[src/rtl/fifo_frame_tx_pkg.sv]
// Shared definitions for the FIFO frame transmitter: FSM encodings, default markers
// and checksum width. The RX checker is expected to import this package as well.
package fifo_frame_tx_pkg;

    typedef logic [2:0] state_t;

    localparam state_t ST_IDLE    = 3'd0;
    localparam state_t ST_SOF     = 3'd1;
    localparam state_t ST_LEN     = 3'd2;
    localparam state_t ST_PAYLOAD = 3'd3;
    localparam state_t ST_CSUM    = 3'd4;

    localparam logic [7:0] DEFAULT_SOF_BYTE = 8'hA5;
    localparam int         CSUM_W           = 8;

endpackage

[src/rtl/fifo_frame_tx_csum_acc.sv]
// Additive modulo-2^CSUM_W accumulator with synchronous clear and enable.
// Clear takes priority so a frame start always begins from zero.
module frame_csum_acc
    import fifo_frame_tx_pkg::*;
(
    input  logic              sys_clk,
    input  logic              sys_rst,
    input  logic              clr_i,
    input  logic              en_i,
    input  logic [CSUM_W-1:0] din_i,
    output logic [CSUM_W-1:0] sum_o
);

    logic [CSUM_W-1:0] acc_q, acc_d;

    always_comb begin
        acc_d = acc_q;
        if (clr_i) begin
            acc_d = '0;
        end else if (en_i) begin
            acc_d = acc_q + din_i;
        end
    end

    always_ff @(posedge sys_clk or negedge sys_rst) begin
        if (!sys_rst) begin
            acc_q <= '0;
        end else begin
            acc_q <= acc_d;
        end
    end

    assign sum_o = acc_q;

endmodule

[src/rtl/fifo_frame_tx.sv]
// Drains bytes from a FWFT FIFO and emits fixed-length frames (SOF, LEN, payload,
// checksum) on a valid/ready byte stream with a single registered output slot.
module fifo_frame_tx
    import fifo_frame_tx_pkg::*;
#(
    parameter int         FRAME_LEN = 8,
    parameter logic [7:0] SOF_BYTE  = DEFAULT_SOF_BYTE,
    parameter int         CNT_W     = 8
)
(
    input  logic             sys_clk,
    input  logic             sys_rst,
    input  logic [7:0]       fifo_dout,
    input  logic             fifo_empty,
    input  logic [CNT_W-1:0] fifo_rd_data_count,
    output logic             fifo_rd_en,
    output logic [7:0]       m_data,
    output logic             m_valid,
    output logic             m_last,
    input  logic             m_ready,
    output logic             busy,
    output logic             underrun,
    output logic [15:0]      frame_cnt
);

    localparam logic [7:0]       LEN_BYTE      = 8'(FRAME_LEN);
    localparam logic [7:0]       LAST_IDX      = 8'(FRAME_LEN - 1);
    localparam logic [CNT_W-1:0] FRAME_LEN_CNT = CNT_W'(FRAME_LEN);

    state_t      state_q, state_d;
    logic [7:0]  m_data_q, m_data_d;
    logic        m_valid_q, m_valid_d;
    logic        m_last_q, m_last_d;
    logic [7:0]  idx_q, idx_d;
    logic        underrun_q, underrun_d;
    logic [15:0] frame_cnt_q, frame_cnt_d;

    logic              slot_free;
    logic              start_frame;
    logic              pop;
    logic              csum_clr;
    logic [CSUM_W-1:0] csum;

    // The output slot can take a new beat when empty or when its beat leaves this cycle.
    assign slot_free   = !m_valid_q || m_ready;
    assign start_frame = (state_q == ST_IDLE) && slot_free && (fifo_rd_data_count >= FRAME_LEN_CNT);
    assign pop         = sys_rst && (state_q == ST_PAYLOAD) && slot_free && !fifo_empty;

    frame_csum_acc u_csum (
        .sys_clk (sys_clk),
        .sys_rst (sys_rst),
        .clr_i   (csum_clr),
        .en_i    (pop),
        .din_i   (fifo_dout),
        .sum_o   (csum)
    );

    always_comb begin
        state_d    = state_q;
        m_data_d   = m_data_q;
        m_valid_d  = m_valid_q;
        m_last_d   = m_last_q;
        idx_d      = idx_q;
        underrun_d = 1'b0;
        csum_clr   = 1'b0;

        // A beat that is leaving is dropped unless a state below reloads the slot.
        if (slot_free) begin
            m_valid_d = 1'b0;
            m_last_d  = 1'b0;
        end

        case (state_q)
            ST_IDLE: begin
                if (start_frame) begin
                    m_data_d  = SOF_BYTE;
                    m_valid_d = 1'b1;
                    csum_clr  = 1'b1;
                    idx_d     = 8'd0;
                    state_d   = ST_LEN;
                end
            end
            ST_LEN: begin
                if (slot_free) begin
                    m_data_d  = LEN_BYTE;
                    m_valid_d = 1'b1;
                    state_d   = ST_PAYLOAD;
                end
            end
            ST_PAYLOAD: begin
                if (pop) begin
                    m_data_d  = fifo_dout;
                    m_valid_d = 1'b1;
                    idx_d     = idx_q + 8'd1;
                    if (idx_q == LAST_IDX) begin
                        state_d = ST_CSUM;
                    end
                end else if (slot_free) begin
                    underrun_d = 1'b1;
                end
            end
            ST_CSUM: begin
                if (slot_free) begin
                    m_data_d  = csum;
                    m_valid_d = 1'b1;
                    m_last_d  = 1'b1;
                    state_d   = ST_IDLE;
                end
            end
            default: state_d = ST_IDLE;
        endcase

        frame_cnt_d = frame_cnt_q;
        if (m_valid_q && m_ready && m_last_q) begin
            frame_cnt_d = frame_cnt_q + 16'd1;
        end
    end

    always_ff @(posedge sys_clk or negedge sys_rst) begin
        if (!sys_rst) begin
            state_q     <= ST_IDLE;
            m_data_q    <= 8'd0;
            m_valid_q   <= 1'b0;
            m_last_q    <= 1'b0;
            idx_q       <= 8'd0;
            underrun_q  <= 1'b0;
            frame_cnt_q <= 16'd0;
        end else begin
            state_q     <= state_d;
            m_data_q    <= m_data_d;
            m_valid_q   <= m_valid_d;
            m_last_q    <= m_last_d;
            idx_q       <= idx_d;
            underrun_q  <= underrun_d;
            frame_cnt_q <= frame_cnt_d;
        end
    end

    assign fifo_rd_en = pop;
    assign m_data     = m_data_q;
    assign m_valid    = m_valid_q;
    assign m_last     = m_last_q;
    assign busy       = (state_q != ST_IDLE);
    assign underrun   = underrun_q;
    assign frame_cnt  = frame_cnt_q;

endmodule
[config.mk]
export PLATFORM = sky130hd
export DESIGN_NAME = fifo_frame_tx
export DESIGN_NICKNAME = d
export VERILOG_FILES = /design/src/rtl/fifo_frame_tx_pkg.sv /design/src/rtl/fifo_frame_tx_csum_acc.sv /design/src/rtl/fifo_frame_tx.sv
export SDC_FILE = /design/constraint.sdc
export NUM_CORES = 1
export LEC_CHECK = 0
export CAP_MARGIN = 20
export CORE_MARGIN = 2
export CORE_UTILIZATION = 25
export DETAILED_ROUTE_END_ITERATION = 10
export PLACE_DENSITY = 0.45
export SLEW_MARGIN = 40
export SYNTH_ARGS = -nofsm -noshare
export SYNTH_HDL_FRONTEND = slang
export SYNTH_SLANG_ARGS = --single-unit
[constraint.sdc]
create_clock -name sys_clk -period 2.2 [get_ports sys_clk]
set_clock_uncertainty 0.1 [all_clocks]
set_input_delay 0.33 -clock sys_clk [delete_from_list [all_inputs] [get_ports sys_clk]]
set_output_delay 0.33 -clock sys_clk [all_outputs]
set_load 0.005 [all_outputs]
==> metrics.md <==
| Metric | Value |
|---|---|
| Grt total ovfl | 0 |
| Peak supply drop | 0.384 mV |
| # nets final | 332 |
| DIE WIDTH | 104 um |
| Vias/cell | 4.69 |
| RR Startpoint | u_csum.sum_o[0] |
| Die Footprint | 10800 sq um |
| Reg2reg end | u_csum.sum_o[6] |
| Period minus WS final | 2130 ps |
| Status | completed |
| Final WL | 6.11 mm |
| Pwr/cell area | 1010 nW/um^2 |
| Synthesis Warnings | 0 |
| Post-synth EDFFs | 0 |
| Hold Vio Cnt, Final | 0 |
| Initial core utilization | 0.257 |
| Core box area | 9730 sq um |
| Port bufs | 45 |
| Leakage | 1.44 nW |
| GRT Overall Usage | 0.119 |
| Synth Cell Area | 2500 sq um |
| Hold crit path type | in -> async |
| WL per Instance | 14.0 um |
| Syn avg cell area | 10.6 sq um |
| Crit path capture type | output pin |
| Yosys cell types | 49 |
| Max-Cap Viols | 0 |
| Post-synthesis adder-cell area fraction | 0.0529 |
| Sequential-to-total area share from yosys stat | 0.460 |
| Post-CTS Setup Inserts | 0 |
| Pins Over Slew Limit | 0 |
| Initial antenna violation count | 0 |
| Gp weighted congestion | 0.786 |
| Vias | 2045 |
| Worst-margin pin slew | 611 ps |
| Final core occ | 0.346 |
| Layout Area Growth over Synthesis | 34.5% |
| Setup tns final | 0 ps |
| CTS tree | built |
| First-pass GRT wire length | 10.5 mm |
| Bufs on Longest Clock Path | 2 |
| Worst Path Required | 1770 ps |
| Io pins | 49 |
| First-pass detailed-route iteration total | 4 |
| WP data arrival | 1700 ps |
| Clk Latency, worst-skew pair | 300 ps |
| Crit path kind | reg -> out |
| Mux cell area share after synthesis | 0.0445 |
| CTS clk-pin slew, worst paths | 80 ps |
| CTS sink count | 46 |
| Post-Synth XOR/XNOR Area | 0.0699 |
| Combinational family with the most area after synthesis | simple AND/OR/NAND/NOR gates |
| Final setup violation count | 0 |
| Gate Count Post-Synth | 237 |
| Post-cts hold buffer count | 0 |
| Max Clk Rate | 0.469 GHz |
| HPWL Detailed | 4.64 mm |
| Vias in the first global route | 2034 |
| Post-Synth Simple-Gate Area | 0.195 |
| Die Y | 104 um |
| Slew Limit Headroom | 0.593 |
| CTS root buf | clkbuf_8 |
| CP startpoint kind | flop |
| FF-to-FF path depth | 6 |
| Routed Antenna Nets | 0 |
| Syn_nets | 267 |
| Most common cell after layout, fill and taps aside | dfrtp_1 |
| Compound-gate portion of the synthesized area | 0.153 |
| H-tree depth | 2 |
| Share of layout cells above drive strength 1 | 0.175 |
| R2r setup slk | 240 ps |
| #FFs+latches synth | 46 |
| Worst Path Max Fanout | 2 |
| # rows | 36 |
| RSZ-0062 raised after global routing | no |
| Largest net degree at the start of global routing | 47 |
| Antenna diodes | 0 |
| Synth Flop Type | dfrtp_1 |
| Ys async rst share | 1.00 |
| # DRC | 0 |
| Drt first-iter violations | 69 |
| Inserted Clock Buffers | 5 |
| Final clock period utilization by the worst path | 0.970 |
| Most frequent cells in the layout | 46 x dfrtp_1, 43 x clkdlybuf4s50_1, 24 x nand2_1 |
area by class of cell:
class                   instances  area, sq um
fillers                       994         6360
flip-flops and latches         46         1150
repair buffers                 67          617
inverters                       5         21.3
clock buffers                   7         86.3
well taps                     133          166
clock inverters                 1         5.00
multi-input cells             177         1320
state kept, by name, indices dropped and copies added, names as in the netlist, named ones only:
| register | cells |
|---|---|
| frame_cnt | 16 |
| idx_q | 8 |
| m_data | 8 |
| u_csum.sum_o | 8 |
| state_q | 3 |
| m_valid | 1 |
| underrun | 1 |
critical path, stage by stage, from the launching register on:
cell             delay (ps)
dfrtp_1                 380
or3_1                   440
buf_4                   160
clkdlybuf4s50_1         440
repair_timing:
item,4_1_cts,5_1_grt
hold endpoints to repair,0,0
resized for setup,4,5
endpoints found under the setup margin,1,11
power breakdown:
part	switching, W	leakage (nW)	internal, W
Sequential	0.000169	0.615	0.00106
Clock	0.000289	0.0482	0.000254
Combinational	0.000746	0.782	0.000901
Total	0.00120	1.44	0.00221
worst max path at each step:
stage                     cells after the start  slack, ps               to       startpoint
after floorplan                               6        360  u_csum.sum_o[6]  u_csum.sum_o[0]
after global placement                        7       -190  u_csum.sum_o[6]     fifo_dout[0]
final                                         3         70             busy       state_q[2]
after detailed placement                      7       -240  u_csum.sum_o[5]     fifo_dout[0]
after global routing                          3          6             busy       state_q[2]
after CTS                                     5          7       fifo_rd_en       state_q[2]
layer usage:
metal / wire length (um) / vias up / GRT usage
li1: - / 1005 / -
met1: 2810 / 993 / 0.153
met2: 3000 / 41 / 0.204
met3: 228 / 6 / 0.0238
met4: 67 / 0 / 0.0290
met5: 0 / - / 0
kinds of logic (layout without fill, tap and decap cells):
family,after synthesis,count (layout)
AO/OA/AOI/OAI,52,52
buffers and inverters,14,80
multiplexers,10,10
AND/OR/NAND/NOR,85,85
XOR/XNOR,20,20
flip-flops,46,46
adder cells (fa/ha/maj),10,10
synthesized netlist by cell type (5+ instances only):
cell / instances / share of area
a21oi_1: 6 / 0.012
and3_1: 6 / 0.015
clkbuf_1: 6 / 0.0090
dfrtp_1: 46 / 0.46
ha_1: 9 / 0.045
inv_1: 5 / 0.0075
mux2_2: 9 / 0.040
nand2_1: 24 / 0.036
nand3_1: 9 / 0.018
nand4_1: 8 / 0.020
nor2_1: 7 / 0.010
o21ai_0: 11 / 0.022
xnor2_1: 17 / 0.059
through the flow:
| step | std cells | power [W] | hold slack, ps | worst slack (ps) | instance area [sq um] |
|---|---|---|---|---|---|
| 6_report | 436 | 0.00342 | 83.1 | 67.0 | 3370 |
| 5_1_grt | 436 | 0.00370 | 127 | 6.05 | 3370 |
| 4_1_cts | 436 | 0.00345 | 110 | 6.63 | 3340 |
| 3_5_place_dp | 428 | 0.00288 | 368 | -238 | 3240 |
| 3_3_place_gp | 428 | 0.00286 | 364 | -187 | 3240 |
| 2_1_floorplan | 237 | 0.00215 | -65.6 | 363 | 2500 |
Note: power is estimated with default switching activity, not from simulation.
==> RTL edit 1 (same settings) <==
Register the output `frame_cnt` once more; this adds one clock of latency there. The other outputs are not delayed to match.
--- a/src/rtl/fifo_frame_tx.sv
+++ b/src/rtl/fifo_frame_tx.sv
@@ -142,6 +142,8 @@
     assign m_last     = m_last_q;
     assign busy       = (state_q != ST_IDLE);
     assign underrun   = underrun_q;
-    assign frame_cnt  = frame_cnt_q;
+    always_ff @(posedge sys_clk) begin
+        frame_cnt <= frame_cnt_q;
+    end
 
 endmodule
Behaviour: same outputs for any inputs over 10 cycles, from zero or initial values and one cycle with sys_rst low; that may be too few to reach the edited logic, so the function may still have changed.
==> RTL edit 1 against the unedited design <==
- hold slack worse by 0.027 ns
- core utilization is 0.87 points higher
- highest routed layer unchanged
- cell area is 14% higher
- sequential cell count is 16 higher
- critical endpoint is now m_data[6]
- total power is 26% higher
- synthesized area is 9.6% higher
- routed wire length stayed put
- worst setup slack better by 0.061 ns
==> RTL edit 1: results (changes against the unedited design) <==
| Metric | Value |
|---|---|
| Reg2Reg Setup Slack | `0.20 ns (-0.04 ns)` |
| Dpl cell area | `3530 um2 (+9.0%)` |
| Via density | `4.45 (-5.0%)` |
| Mapped Nets | `270 (+1.1%)` |
| Leakage power | `1.74 nW (+20%)` |
| Initial DRC Count | `91 (+32%)` |
| FF-to-FF End | `u_csum.sum_o[4]` |
| Warnings, synthesis | `0 (unchanged)` |
| Dpl cells | `446 (+4.2%)` |
| Hold/Removal Path Class | `in -> async` |
| Clock latency at the later pin of the worst-skew pair | `0.35 ns (+0.05 ns)` |
| Crit-path max cell delay | `0.56 ns (+0.12 ns)` |
| FFs w/ async S/R, synth | `0.742 (-0.258)` |
| Clock-pin slew on the worst setup and hold paths | `0.08 ns (about the same)` |
| Vias in the first global route | `2039 (+0.25%)` |
| Cell family with most CP delay | `simple AND/OR/NAND/NOR gates` |
| DR WL met3 | `324 um (+42%)` |
| Met1 GRT Util | `0.152 (-0.000910)` |
| Filler cell count | `1097 (+10%)` |
| Worst r2r path cells | `7 (+1)` |
| Post-Syn Area per Cell | `11.4 um2 (+8.3%)` |
| Synth top area cells | `dfrtp_1 42%, dfxtp_1 12%, xnor2_1 4.5%` |
| Top cells by count, synth | `46 x dfrtp_1, 23 x nand2_1, 19 x nor2_1` |
| Gpl congestion | `0.726 (-7.6%)` |
| Critical-path maximum fanout | `8 (+6)` |
| Total Wirelength | `6110 um (unchanged)` |
| H-tree Lvls | `3 (+1)` |
| Layout Nets | `350 (+5.4%)` |
| DP HPWL | `4410 um (-4.9%)` |
| Sequential fraction of the synthesis area | `0.536 (+0.0762)` |
| Wire per inst | `13.1 um (-6.2%)` |
| Share of cells above drive strength 1 | `0.222 (+0.0466)` |
| Num CTS Buffers | `9 (+4)` |
| Run status | `complete, no violations` |
| DR WL met2 | `2650 um (-12%)` |
| Worst Path Arrival | `2.20 ns (+0.50 ns)` |
| WHS | `0.0561 ns (-0.0270 ns)` |
| GR Layer Usage met2 | `0.171 (-0.0330)` |
| Worst vdd ir | `0.353 mV (-8.0%)` |
| Worst relative slew slack | `0.593 (about the same)` |
| Pre-CTS setup slack | `-0.242 ns (-0.00453 ns)` |
| I/O Buffers | `45 (unchanged)` |
| Synth unique cells | `44 (-10%)` |
| Slowest CP cell | `or4_4` |
| Global Route Usage Sum | `0.113 (-0.00561)` |
| First-pass GRT wire length | `10100 um (-3.2%)` |
| GRT met3 Usage | `0.0269 (+0.00309)` |
-- RTL edit 1: cell count changes after synthesis, moves of 4 or more --
cell / unedited run / this run
a22o_2: 0 / 4
xor2_1: 3 / 12
a2bb2oi_1: 4 / 0
o21ai_0: 11 / 5
nor2_1: 7 / 19
dfxtp_1: 0 / 16
clkbuf_1: 6 / 0
a22o_1: 4 / 8
o31ai_1: 4 / 0
-- RTL edit 1: cell type report --
class	count	area (um2)	share of cell area
sequential	62	1470	0.385
timing repair buffer	74	677	0.177
tap	140	175	0.0457
clock buffer	10	138	0.0359
clock inverter	6	116	0.0304
multi-input combinational	170	1240	0.323
inverter	3	11.3	0.00294
-- RTL edit 1: cell families after synthesis --
group,share of synthesized area
simple gates,0.151
buf+inv,0.0210
fa+ha+maj,0.0483
mux,0.0410
flops,0.536
xor+xnor,0.0829
compound gates,0.120
-- RTL edit 1: report_power, final --
group          internal, mW  leakage, nW  switching, mW  total (mW)
combinational         0.863        0.869          0.666        1.53
sequential             1.35        0.743          0.163        1.52
clock                 0.793        0.127          0.479        1.27
-- RTL edit 1: repair_timing --
item	4_1_cts	5_1_grt
setup endpoints to repair	2	1
gates resized for setup	9	1
buffers inserted	3	0
hold buffers	0	0
pin swaps	1	0
-- RTL edit 1: worst max-delay path by stage --
| stage | from | end | slack, ns | depth (start not counted) |
|---|---|---|---|---|
| after floorplan | u_csum.sum_o[0] | u_csum.sum_o[6] | 0.29 | 7 |
| after global placement | fifo_empty | fifo_rd_en | -0.31 | 5 |
| after detailed placement | fifo_rd_data_count[7] | m_data[0] | -0.24 | 7 |
| after CTS | state_q[1] | busy | 0.1 | 2 |
| after global routing | fifo_rd_data_count[7] | m_data[2] | 0.07 | 7 |
| final | fifo_rd_data_count[7] | m_data[6] | 0.13 | 7 |
==> RTL edit 2 (same settings) <==
Made on the original files. `CNT_W`: 8 -> 9.
--- a/src/rtl/fifo_frame_tx.sv
+++ b/src/rtl/fifo_frame_tx.sv
@@ -5,7 +5,7 @@
 #(
     parameter int         FRAME_LEN = 8,
     parameter logic [7:0] SOF_BYTE  = DEFAULT_SOF_BYTE,
-    parameter int         CNT_W     = 8
+    parameter int         CNT_W     = 9
 )
 (
     input  logic             sys_clk,
Interface: changed (resized fifo_rd_data_count); port bits go from 49 to 50. No check against the original RTL was run, so the function may have changed too.
==> RTL edit 2 against the unedited design <==
- routed wire length up 0.49%
- worst setup slack better by 0.040 ns
- sequential share of layout area down 0.73 points
- sequential cell count unchanged
- synthesized cell count up 2.5%
- synthesized area down 1.5%
- total power up 5.4%
- cell area up 2.3%
- critical endpoint is now fifo_rd_en
- largest cell class unchanged
==> RTL edit 2: results (changes against the unedited design) <==
| Metric | Value |
|---|---|
| Run status | `complete, no violations` |
| Num CTS Buffers | `5 (unchanged)` |
| Final hold vios | `0 (unchanged)` |
| Critical-path maximum fanout | `4 (+2)` |
| Initial antenna violation count | `0 (unchanged)` |
| Post-synthesis xor/xnor area fraction | `0.0674 (-0.00249)` |
| Top cells by count, synth | `46 x dfrtp_1, 32 x nand2_1, 16 x nor2_1` |
| Worst Path Arrival | `1.66 ns (-0.04 ns)` |
| Clk buf depth | `2 (unchanged)` |
| WHS | `0.316 ns (+0.233 ns)` |
| Dpl cells | `446 (+4.2%)` |
| Hold Path Stages | `3` |
| CTS root buffer | `clkbuf_8` |
| Routed vias | `2111 (+3.2%)` |
| Sequential fraction of the synthesis area | `0.467 (+0.00699)` |
| Worst Max-Slew Pin Slew | `0.617 ns (+0.00610 ns)` |
| Final non-filler cell total | `458 (+5.0%)` |
| Initial DRC Count | `58 (-16%)` |
| Worst r2r path cells | `6 (unchanged)` |
| Worst hold path startpoint | `sys_rst` |
| Drt first pass iters | `4 (unchanged)` |
| I/O Buffers | `46 (+2.2%)` |
| Final core utilization | `0.356 (+0.00962)` |
| DR WL met2 | `2890 um (-3.7%)` |
| Synth Area in Adders | `0.0538 (+0.000805)` |
| Share of cells above drive strength 1 | `0.185 (+0.00970)` |
| Multiplexer share of the synthesized area | `0.0411 (-0.00338)` |
| Global Route Usage Sum | `0.124 (+0.00476)` |
| DP HPWL | `4630 um (-0.11%)` |
| FF-to-FF End | `u_csum.sum_o[7]` |
| Mapped Nets | `274 (+2.6%)` |
| Crit-path max cell delay | `0.51 ns (+0.07 ns)` |
| Filler cell count | `1005 (+1.1%)` |
| Post-Route M1 WL | `2940 um (+4.6%)` |
| DR WL met3 | `255 um (+12%)` |
| Layout Nets | `355 (+6.9%)` |
| Setup violations, final | `0 (unchanged)` |
| Hold/Removal Path Class | `in -> reg` |
| Pre-CTS setup slack | `-0.213 ns (+0.0251 ns)` |
| Internal | `2.36 mW (+6.5%)` |
| Worst vdd ir | `0.419 mV (+9.1%)` |
| Slowest CP cell | `clkdlybuf4s50_1` |
| Synth Area in Compound Gates | `0.165 (+0.0120)` |
| Largest net degree at the start of global routing | `28 (-40%)` |
| Syn Inst Count | `243 (+2.5%)` |
| Leakage power | `1.53 nW (+5.7%)` |
| Synth top area cells | `dfrtp_1 47%, xnor2_1 5.0%, nand2_1 4.9%` |
| First-pass GRT wire length | `10200 um (-2.6%)` |
| Wire per inst | `13.4 um (-4.3%)` |
| Dpl cell area | `3280 um2 (+1.4%)` |
| Synth unique cells | `49 (unchanged)` |
| Gpl congestion | `0.826 (+5.1%)` |
| Critical R2R Launch | `u_csum.sum_o[2]` |
==> RTL edit 2: power by group through the flow <==
| stage | sequential, mW | combinational [mW] | clock, mW |
|---|---|---|---|
| finish | 1.25 | 1.72 | 0.634 |
| detailed placement | 1.28 | 1.66 | 0 |
| floorplan | 1.23 | 0.998 | 0 |
| CTS | 1.24 | 1.73 | 0.658 |
| global placement | 1.28 | 1.65 | 0 |
| global route | 1.28 | 1.93 | 0.692 |
==> RTL edit 2: cell type report <==
class,count,share of cell area
Clock inverter,1,0.00871
Sequential cell,46,0.334
Timing Repair Buffer,83,0.214
Inverter,2,0.00218
Tap cell,133,0.0483
Clock buffer,7,0.0221
Multi-Input combinational cell,186,0.370
==> RTL edit 2: how the worst max path moves through the flow <==
| stage | from | end | slack [ns] | depth (start not counted) |
|---|---|---|---|---|
| 2_1_floorplan | u_csum.sum_o[2] | u_csum.sum_o[7] | 0.30 | 6 |
| 3_3_place_gp | fifo_dout[0] | u_csum.sum_o[6] | -0.22 | 8 |
| 3_5_place_dp | fifo_dout[0] | u_csum.sum_o[6] | -0.21 | 8 |
| 4_1_cts | state_q[2] | busy | 0.03 | 3 |
| 5_1_grt | fifo_empty | fifo_rd_en | 0.02 | 5 |
| 6_report | m_ready | fifo_rd_en | 0.11 | 5 |
==> RTL edit 2: layer usage <==
metal | vias to the layer above | GRT usage
met4 | 0 | 0.0334
li1 | 1031 | -
met3 | 5 | 0.0242
met1 | 1030 | 0.167
met5 | - | 0
met2 | 45 | 0.202
==> RTL edit 2: timing repair <==
item | 4_1_cts | 5_1_grt
buffers inserted | 2 | 1
endpoints found under the setup margin | 1 | 3
hold endpoints to repair | 40 | 0
pin swaps | 0 | 0
hold buffers | 1 | 0
resized for setup | 2 | 5
